<file path="config.mk">
export PLATFORM = sky130hd
export DESIGN_NAME = micro_sequencer
export DESIGN_NICKNAME = d
export VERILOG_FILES = /design/src/rtl/micro_sequencer_pkg.sv /design/src/rtl/micro_rom.sv /design/src/rtl/micro_sequencer.sv
export SDC_FILE = /design/constraint.sdc
export NUM_CORES = 1
export LEC_CHECK = 0
export BUFFER_PORTS_ARGS = -buffer_cell sky130_fd_sc_hd__buf_2
export CAP_MARGIN = 20
export CORE_UTILIZATION = 41
export DETAILED_ROUTE_END_ITERATION = 7
export GPL_ROUTABILITY_DRIVEN = 0
export SLEW_MARGIN = 20
export SYNTH_ARGS = -nofsm -noshare
export SYNTH_HDL_FRONTEND = slang
export SYNTH_SLANG_ARGS = --single-unit
</file>
<file path="constraint.sdc">
create_clock -name clk -period 2.35 [get_ports clk]
set_clock_uncertainty 0.05 [all_clocks]
set_input_delay 0.3525 -clock clk [delete_from_list [all_inputs] [get_ports clk]]
set_output_delay 0.3525 -clock clk [all_outputs]
set_load 0.01 [all_outputs]
</file>
<file path="src/rtl/micro_sequencer_pkg.sv">
// Shared microcode definitions: sequencer states, microcode words, opcodes and wait decoding.
// Used by micro_rom, micro_sequencer and the microcode decoder.
package micro_sequencer_pkg;

   typedef enum logic [2:0] {
      FETCH0,
      FETCH1,
      FETCH2,
      EXEC,
      HALTED
   } seq_state_e;

   typedef enum logic [3:0] {
      PC_to_MAR,
      RAM_to_IR,
      INC_PC,
      ENDMICRO,
      RAM_to_A,
      START_MT,
      WAIT_MT,
      WAIT_UT,
      WAIT_FT,
      WAIT_DD,
      WAIT_GPU,
      WAIT_CYCLE,
      RAM_to_PC_ZF,
      RAM_to_PC_CF,
      HLT_CLK
   } microcode_e;

   localparam logic [7:0] OP_NOP      = 8'h00;
   localparam logic [7:0] OP_LDA_IMM  = 8'h01;
   localparam logic [7:0] OP_WAITMT   = 8'h20;
   localparam logic [7:0] OP_WAITALL  = 8'h21;
   localparam logic [7:0] OP_OVR_TEST = 8'h30;
   localparam logic [7:0] OP_HLT      = 8'hFF;

   localparam int MAX_STEPS_DEFAULT = 16;

   // busy is packed {gpu, dubdab, ftu, us, ms}
   function automatic logic wait_held(microcode_e mc, logic [4:0] busy);
      case (mc)
         WAIT_MT:  return busy[0];
         WAIT_UT:  return busy[1];
         WAIT_FT:  return busy[2];
         WAIT_DD:  return busy[3];
         WAIT_GPU: return busy[4];
         default:  return 1'b0;
      endcase
   endfunction

endpackage

</file>
<file path="src/rtl/micro_rom.sv">
// Combinational microcode ROM: (opcode, step) -> microcode word plus a valid flag.
// Unknown opcodes return ENDMICRO with valid low.
module micro_rom
   import micro_sequencer_pkg::*;
(
   input  logic [7:0]  opcode,
   input  logic [3:0]  step,
   output microcode_e  word,
   output logic        valid
);

   always_comb begin
      word  = ENDMICRO;
      valid = 1'b1;
      case (opcode)
         OP_NOP: word = ENDMICRO;
         OP_LDA_IMM: begin
            case (step)
               4'd0:    word = PC_to_MAR;
               4'd1:    word = RAM_to_A;
               4'd2:    word = INC_PC;
               default: word = ENDMICRO;
            endcase
         end
         OP_WAITMT: begin
            case (step)
               4'd0:    word = START_MT;
               4'd1:    word = WAIT_MT;
               default: word = ENDMICRO;
            endcase
         end
         OP_WAITALL: begin
            case (step)
               4'd0:    word = WAIT_UT;
               4'd1:    word = WAIT_FT;
               4'd2:    word = WAIT_DD;
               4'd3:    word = WAIT_GPU;
               4'd4:    word = WAIT_CYCLE;
               4'd5:    word = RAM_to_PC_ZF;
               default: word = ENDMICRO;
            endcase
         end
         // Deliberately never terminates: exercises the step-limit overrun path.
         OP_OVR_TEST: word = step[0] ? RAM_to_PC_CF : INC_PC;
         OP_HLT:      word = HLT_CLK;
         default: begin
            word  = ENDMICRO;
            valid = 1'b0;
         end
      endcase
   end

endmodule

</file>
<file path="src/rtl/micro_sequencer.sv">
// Microcode sequencer: three fetch states, ROM-driven execute with peripheral waits, halt.
// Optional single-step control is enabled by defining MICROSEQ_SINGLE_STEP_EN.
module micro_sequencer
   import micro_sequencer_pkg::*;
#(
   parameter int MAX_STEPS = MAX_STEPS_DEFAULT
)(
   input  logic        clk,
   input  logic        nrst,
   input  logic [7:0]  ir_opcode,
   input  logic        busy_ms,
   input  logic        busy_us,
   input  logic        busy_ftu,
   input  logic        busy_dubdab,
   input  logic        busy_gpu,
`ifdef MICROSEQ_SINGLE_STEP_EN
   input  logic        ss_enable,
   input  logic        ss_step,
`endif
   output microcode_e  current_microcode,
   output logic [3:0]  step,
   output logic        fetching,
   output logic        halted,
   output logic        illegal_op,
   output logic        ucode_overrun
);

   localparam logic [3:0] LAST_STEP = 4'(MAX_STEPS - 1);

   seq_state_e  state;
   logic [7:0]  opcode_q;
   microcode_e  rom_word;
   logic        rom_valid;
   logic [4:0]  busy;
   logic        wait_hold;
   logic        advance;

   assign busy      = {busy_gpu, busy_dubdab, busy_ftu, busy_us, busy_ms};
   assign wait_hold = wait_held(rom_word, busy);

`ifdef MICROSEQ_SINGLE_STEP_EN
   assign advance = !ss_enable || ss_step;
`else
   assign advance = 1'b1;
`endif

   micro_rom u_rom (
      .opcode (opcode_q),
      .step   (step),
      .word   (rom_word),
      .valid  (rom_valid)
   );

   always_ff @(posedge clk or negedge nrst) begin
      if (!nrst) begin
         state         <= FETCH0;
         step          <= 4'd0;
         opcode_q      <= 8'h00;
         ucode_overrun <= 1'b0;
      end else begin
         ucode_overrun <= 1'b0;
         if (advance) begin
            case (state)
               FETCH0: state <= FETCH1;
               FETCH1: state <= FETCH2;
               FETCH2: begin
                  opcode_q <= ir_opcode;
                  step     <= 4'd0;
                  state    <= EXEC;
               end
               EXEC: begin
                  case (rom_word)
                     ENDMICRO: begin
                        state <= FETCH0;
                        step  <= 4'd0;
                     end
                     HLT_CLK: state <= HALTED;
                     default: begin
                        // A held wait never counts toward the step limit.
                        if (!wait_hold) begin
                           if (step == LAST_STEP) begin
                              state         <= FETCH0;
                              step          <= 4'd0;
                              ucode_overrun <= 1'b1;
                           end else begin
                              step <= step + 4'd1;
                           end
                        end
                     end
                  endcase
               end
               HALTED:  state <= HALTED;
               default: state <= FETCH0;
            endcase
         end
      end
   end

   always_comb begin
      case (state)
         FETCH0:  current_microcode = PC_to_MAR;
         FETCH1:  current_microcode = RAM_to_IR;
         FETCH2:  current_microcode = INC_PC;
         EXEC:    current_microcode = rom_word;
         HALTED:  current_microcode = HLT_CLK;
         default: current_microcode = PC_to_MAR;
      endcase
      if (!advance) current_microcode = WAIT_CYCLE;
   end

   assign fetching   = (state == FETCH0) || (state == FETCH1) || (state == FETCH2);
   assign halted     = (state == HALTED);
   assign illegal_op = (state == EXEC) && !rom_valid && advance;

endmodule

</file>
Word-level counts from Yosys, hierarchy flattened
Cells that the tools add are included.

Register bits after elaboration: 16.

Reductions and logical operators: 12. Eq/ne operators: 26. Multiplexer cells: 20. Add/subtract/negate cells: 1.

Operators with widths (count): equality test 8 x 6 -> 1 bit (second input constant) (3); one-hot mux 4 bit (6 select lines) (1); equality test 4 bit (second input constant) (5); one-hot mux 4 bit (5 select lines) (1); equality test 4 x 3 -> 1 bit (second input constant) (4); one-hot mux 4 bit (2 select lines) (2); one-hot mux 4 bit (4 select lines) (1); one-hot mux 3 bit (5 select lines) (1); equality test 4 x 2 -> 1 bit (second input constant) (3); two-way mux 4 bit (3); one-hot mux 3 bit (2 select lines) (2); one-hot mux 3 bit (3 select lines) (1); equality test 8 x 1 -> 1 bit (second input constant) (1); equality test 8 bit (second input constant) (1); zero test 8 bit (1); inequality test 4 x 2 -> 1 bit (second input constant) (2); equality test 3 x 2 -> 1 bit (second input constant) (2); two-way mux 3 bit (2); OR reduction 6 bit (1); two-way mux 1 bit (5); one-hot mux 1 bit (5 select lines) (1); adder 4 x 1 -> 4 bit (second input constant) (1); equality test 4 x 1 -> 1 bit (second input constant) (1); zero test 4 bit (1); other kinds (12) (13).

Longest topological paths before layout
Word-level depth: 8. Mapped depth: 11. Depth with buffers taken out: 9.

Cells and area by module
Synthesis repeated with hierarchy kept, for this count alone.

Cell total of the unflattened synthesis: 121. Area, all modules: 1139.8 um^2.

By module, submodules not included: micro_sequencer (cells each 78, times used 1, area an instance 857.1 um^2); micro_rom (cells each 43, times used 1, area an instance 282.8 um^2).

Least setup slack after synthesis
Ideal clock, no wire load.

Path type: register to register. Start: register step[0]. End: register step[0]. Required time: 2.165 ns. Stages on the path, launching flop included: 11. Path slack: -0.282 ns. Data arrival time: 2.447 ns. Path buffers: 1. Cell sequence: dfrtp_1 inv_1 ha_1 nor3_1 o311ai_1 or3_1 buf_2 and3_1 o2111a_1 o311ai_1 o31ai_1.

Longest elaborated chain between the ends: 7. Elaborated cells on any way between the ends: 28. Classes of those cells: add/sub (1); eq/ne (15); mux (10); reduce/logical (2).

RTL lines: from (decl) (line micro_sequencer.sv:21) `output logic [3:0] step,`; from (signal assigned) (line micro_sequencer.sv:86) `step <= step + 4'd1;`; equality test 4 x 3 -> 1 bit (tied with other cells) (line micro_rom.sv:33) `case (step)`; one-hot mux 4 bit (6 select lines) (tied with other cells) (line micro_rom.sv:33); one-hot mux 4 bit (5 select lines) (line micro_rom.sv:15) `case (opcode)`; equality test 4 bit / equality test 4 x 3 -> 1 bit (equally long branches) (line micro_sequencer_pkg.sv:42) `case (mc)`; one-hot mux 1 bit (5 select lines) (line micro_sequencer_pkg.sv:42); inequality test 3 x 2 -> 1 bit (no line); AND reduction 3 bit (no line).

Parallel ways exist; a longest one is shown, timed or not. The select of a mux whose other input is x is not followed. A chain may end at the register's enable or synchronous reset.

Worst setup path in the final report
Start: register step[0]. End: output port current_microcode[1].

Longest elaborated chain between the ends: 4. Elaborated cells on any way between the ends: 12. Classes of those cells: eq/ne (5); mux (6); reduce/logical (1).

RTL lines: equality test 4 x 3 -> 1 bit (tied with other cells) (line micro_rom.sv:33); one-hot mux 4 bit (6 select lines) (tied with other cells) (line micro_rom.sv:33); one-hot mux 4 bit (5 select lines) * (line micro_rom.sv:15); one-hot mux 4 bit (4 select lines) * (line micro_sequencer.sv:100) `case (state)`; to (decl) (line micro_sequencer.sv:20) `output microcode_e current_microcode,`.

Every way passes the cells marked *; elsewhere a longest branch is shown, timed or not.

==> out/metrics.json <==
{
  "outcome": "complete, but fails checks",
  "failed_checks": "negative setup slack",
  "track_usage": 0.244,
  "cp_common_cell": "buf_6",
  "post_synth.cell_area_avg_sq_um": 8.79,
  "clock-root-buffer": "clkbuf_4",
  "timing_worst_setup_path_type": "reg2out",
  "dp_worst_setup_slack_ns": -0.230,
  "r2r_slack_ns": -0.34,
  "cell_internal_pwr_mw": 1.02,
  "report.final.hold_viol_count": 0,
  "timing.setup.tns_ns": -2.46,
  "route.final.wire_length_microns": 4780,
  "worstSetupStartpointType": "register",
  "crit_path_top_delay_cell": "dfrtp_2",
  "setup_viol": 11,
  "crit_arrival_ns": 2.35,
  "max_stage_delay_ns": 0.48,
  "pwr_density_cell_nw_per_um2": 821,
  "clock_pin_slew_reported_for_the_worst_setup_and_hold_paths_after_clock_tree_synthesis_ns": 0.11,
  "crit_chain": "inv_4 > ha_4 > buf_6 > nor2_2 > or4_4 > a21oi_2 > and2_4 > buf_6 > o22ai_2 > buf_2",
  "vdd.ir_drop.worst_mv": 0.624,
  "die_area_sq_um": 3540,
  "unrepaired_setup_endpoints_after_global_routing": "true",
  "netlist_top_cells_count": "dfrtp_1, nand2_1, inv_1",
  "port_buffers": 26,
  "cp.required_ns": 1.95,
  "sequential_fraction_of_design_power": 0.299,
  "synth.cell_area_sq_um": 1350,
  "tritoncts_num_sinks": 16,
  "tritoncts_clock_tree": "done",
  "cts_buffers": 3,
  "yosys_most_used_dff": "dfrtp_1",
  "worst_slew_margin_rel": 0.653,
  "top_level_pins": 27,
  "antenna_cells_inserted": 0,
  "post_synth_inst_count": 154,
  "leakage_nw": 0.936,
  "cts.htree.levels": 1,
  "maximum_number_of_pins_on_one_net_before_global_route_repair": 17,
  "share_comb_of_total_power": 0.597,
  "synth_sequential_area_ratio": 0.296,
  "final_period_minus_worst_setup_slack_ns": 2.76,
  "area_delta_synth_final_pct": 64.8,
  "antenna_violations_before_repair": 0,
  "tightestPinTransition_ns": 0.515,
  "synth.most_common_cell": "dfrtp_1",
  "post-synth-top-area-cell": "dfrtp_1",
  "core_area_sq_um": 3100,
  "grt.overflow.total": 0,
  "post-route-drc-count": 0,
  "first_global_vias": 1421,
  "dr.pass1.iters": 4,
  "synth_edf_count": 0,
  "grt_pass1_wl_microns": 6440,
  "mappedNetlistNets": 173,
  "synth.distinct_cells": 49,
  "detail_route.iter0.violations": 70,
  "cts_max_path_buffers": 2,
  "min-delay-path-class": "in2reg",
  "clock_network_power_share": 0.104,
  "drt.antenna.violating_nets": 0,
  "timing.final.crit_share": 1.17,
  "netSwitchingPower_mw": 0.815,
  "worstPathBufferInverterCount": 4,
  "number_of_nets_in_the_final_layout": 246,
  "initial_utilization": 0.436,
  "slew_violations": 0,
  "synth_top_area_share": 0.296,
  "synth_warnings": 0,
  "post_synthesis_sequential_element_count": 16,
  "avgViaCountPerCell": 5.86,
  "post_route_cells_drive_above_1_share": 0.593,
  "async_reset_ff_frac": 1.00,
  "fp.dieW_microns": 59.5,
  "insertion_delay_ns": 0.29,
  "finalWorstSetupSlack_ns": -0.406,
  "num_rows": 20,
  "yosys-top-cells-area": "dfrtp_1, mux2_2, ha_1, nand2b_1, nor2b_1",
  "timing.fmax_mhz": 363,
  "critPathCaptureType": "primary output",
  "via_count": 1583,
  "place.detailed.hpwl_microns": 2860,
  "path_delay_family": "simple AND/OR/NAND/NOR gates",
  "dieHeight_microns": 59.5,
  "cp_max_fo": 5,
  "timing.max_cap.violations": 0,
  "avgRoutedWirePerCell_microns": 17.7,
  "power.switching_fraction": 0.445
}
[metrics by stage]
stage	total power, mW	cells	hold slack [ns]	area [sq um]	util
after global placement	1.33	241	0.236	1750	0.564
after detailed placement	1.35	241	0.244	1750	0.564
after global routing	1.94	270	0.229	2230	0.719
after floorplan	1.08	154	0.00691	1430	-
after CTS	1.63	256	0.212	1970	0.634
final	1.83	270	0.210	2230	0.719
[tightest hold or removal path: cells and delay by family]
kind | cells | cell delay (ns)
compound gates | 1 | 0.05
buf+inv | 1 | 0.07
simple gates | 1 | 0.04
[state kept, by name, summed over array words and instances, names as in the netlist]
| register | flops |
|---|---|
| step | 4 |
| state | 3 |
| opcode_q | 8 |
| ucode_overrun | 1 |
[path summary, 6_finish.rpt]
path	from	to	depth (start not counted)
min in group asynchronous	nrst	opcode_q[5]$_DFFE_PN0P_	2
min	ir_opcode[6]	opcode_q[6]$_DFFE_PN0P_	3
max reg2reg	step[0]$_DFFE_PN0P_	step[0]$_DFFE_PN0P_	13
min reg2reg	opcode_q[1]$_DFFE_PN0P_	opcode_q[1]$_DFFE_PN0P_	1
max	step[0]$_DFFE_PN0P_	current_microcode[1]	10
max in group asynchronous	nrst	state[1]$_DFFE_PN0P_	2
[logic make-up after synthesis]
group,share of synthesized area
AO/OA/AOI/OAI,0.262
XOR/XNOR,0.0129
adder cells (fa/ha/maj),0.0370
buffers and inverters,0.0573
flip-flops,0.296
multiplexers,0.0582
AND/OR/NAND/NOR,0.277
[per-layer routing]
layer | track usage | part of all wire
met1 | 0.308 | 0.41
met2 | 0.409 | 0.48
met3 | 0.0502 | 0.067
met4 | 0.0850 | 0.038
met5 | 0 | 0
[layout make-up]
cell class              count  area [sq um]
multi-input cells         119          1140
fillers                   241           872
clock buffers               4          36.3
flip-flops and latches     16           407
well taps                  44          55.1
repair buffers             77           549
inverters                  10          42.5
[what timing repair did]
action                     in CTS  in global routing
hold endpoints to repair       16                  0
buffers inserted               10                 16
hold buffers                    1                  0
pin swaps                      10                 13
setup endpoints to repair       9                 12
resized for setup              21                 32
[cells in the final DEF (no fill, tap or decap), drive strengths merged, types with 2 or more instances in the layout]
| cell type | count |
|---|---|
| a211oi | 2 |
| nor4 | 4 |
| o22ai | 3 |
| or2 | 2 |
| o211ai | 2 |
| or4 | 2 |
| nand2 | 12 |
| o311ai | 3 |
| dfrtp | 16 |
| o31ai | 3 |
| o21ai | 7 |
| and3 | 2 |
| o21bai | 2 |
| nor2 | 8 |
| xnor2 | 2 |
| buf | 76 |
| a2111oi | 2 |
| nand3 | 5 |
| a311oi | 4 |
| inv | 10 |
| a21oi | 7 |
| nor2b | 7 |
| nand4 | 3 |
| nand2b | 7 |
| ha | 4 |
| o41ai | 2 |
| mux2 | 7 |
| clkbuf | 4 |
| nor3 | 2 |
[power by group through the flow]
stage | Combinational, mW | Sequential [mW] | Clock [mW]
after global placement | 0.805 | 0.526 | 0
after floorplan | 0.624 | 0.452 | 0
after global routing | 1.17 | 0.566 | 0.202
final | 1.09 | 0.548 | 0.191
after CTS | 0.905 | 0.533 | 0.192
after detailed placement | 0.814 | 0.534 | 0
No activity file was read; power rests on OpenSTA's default activity.
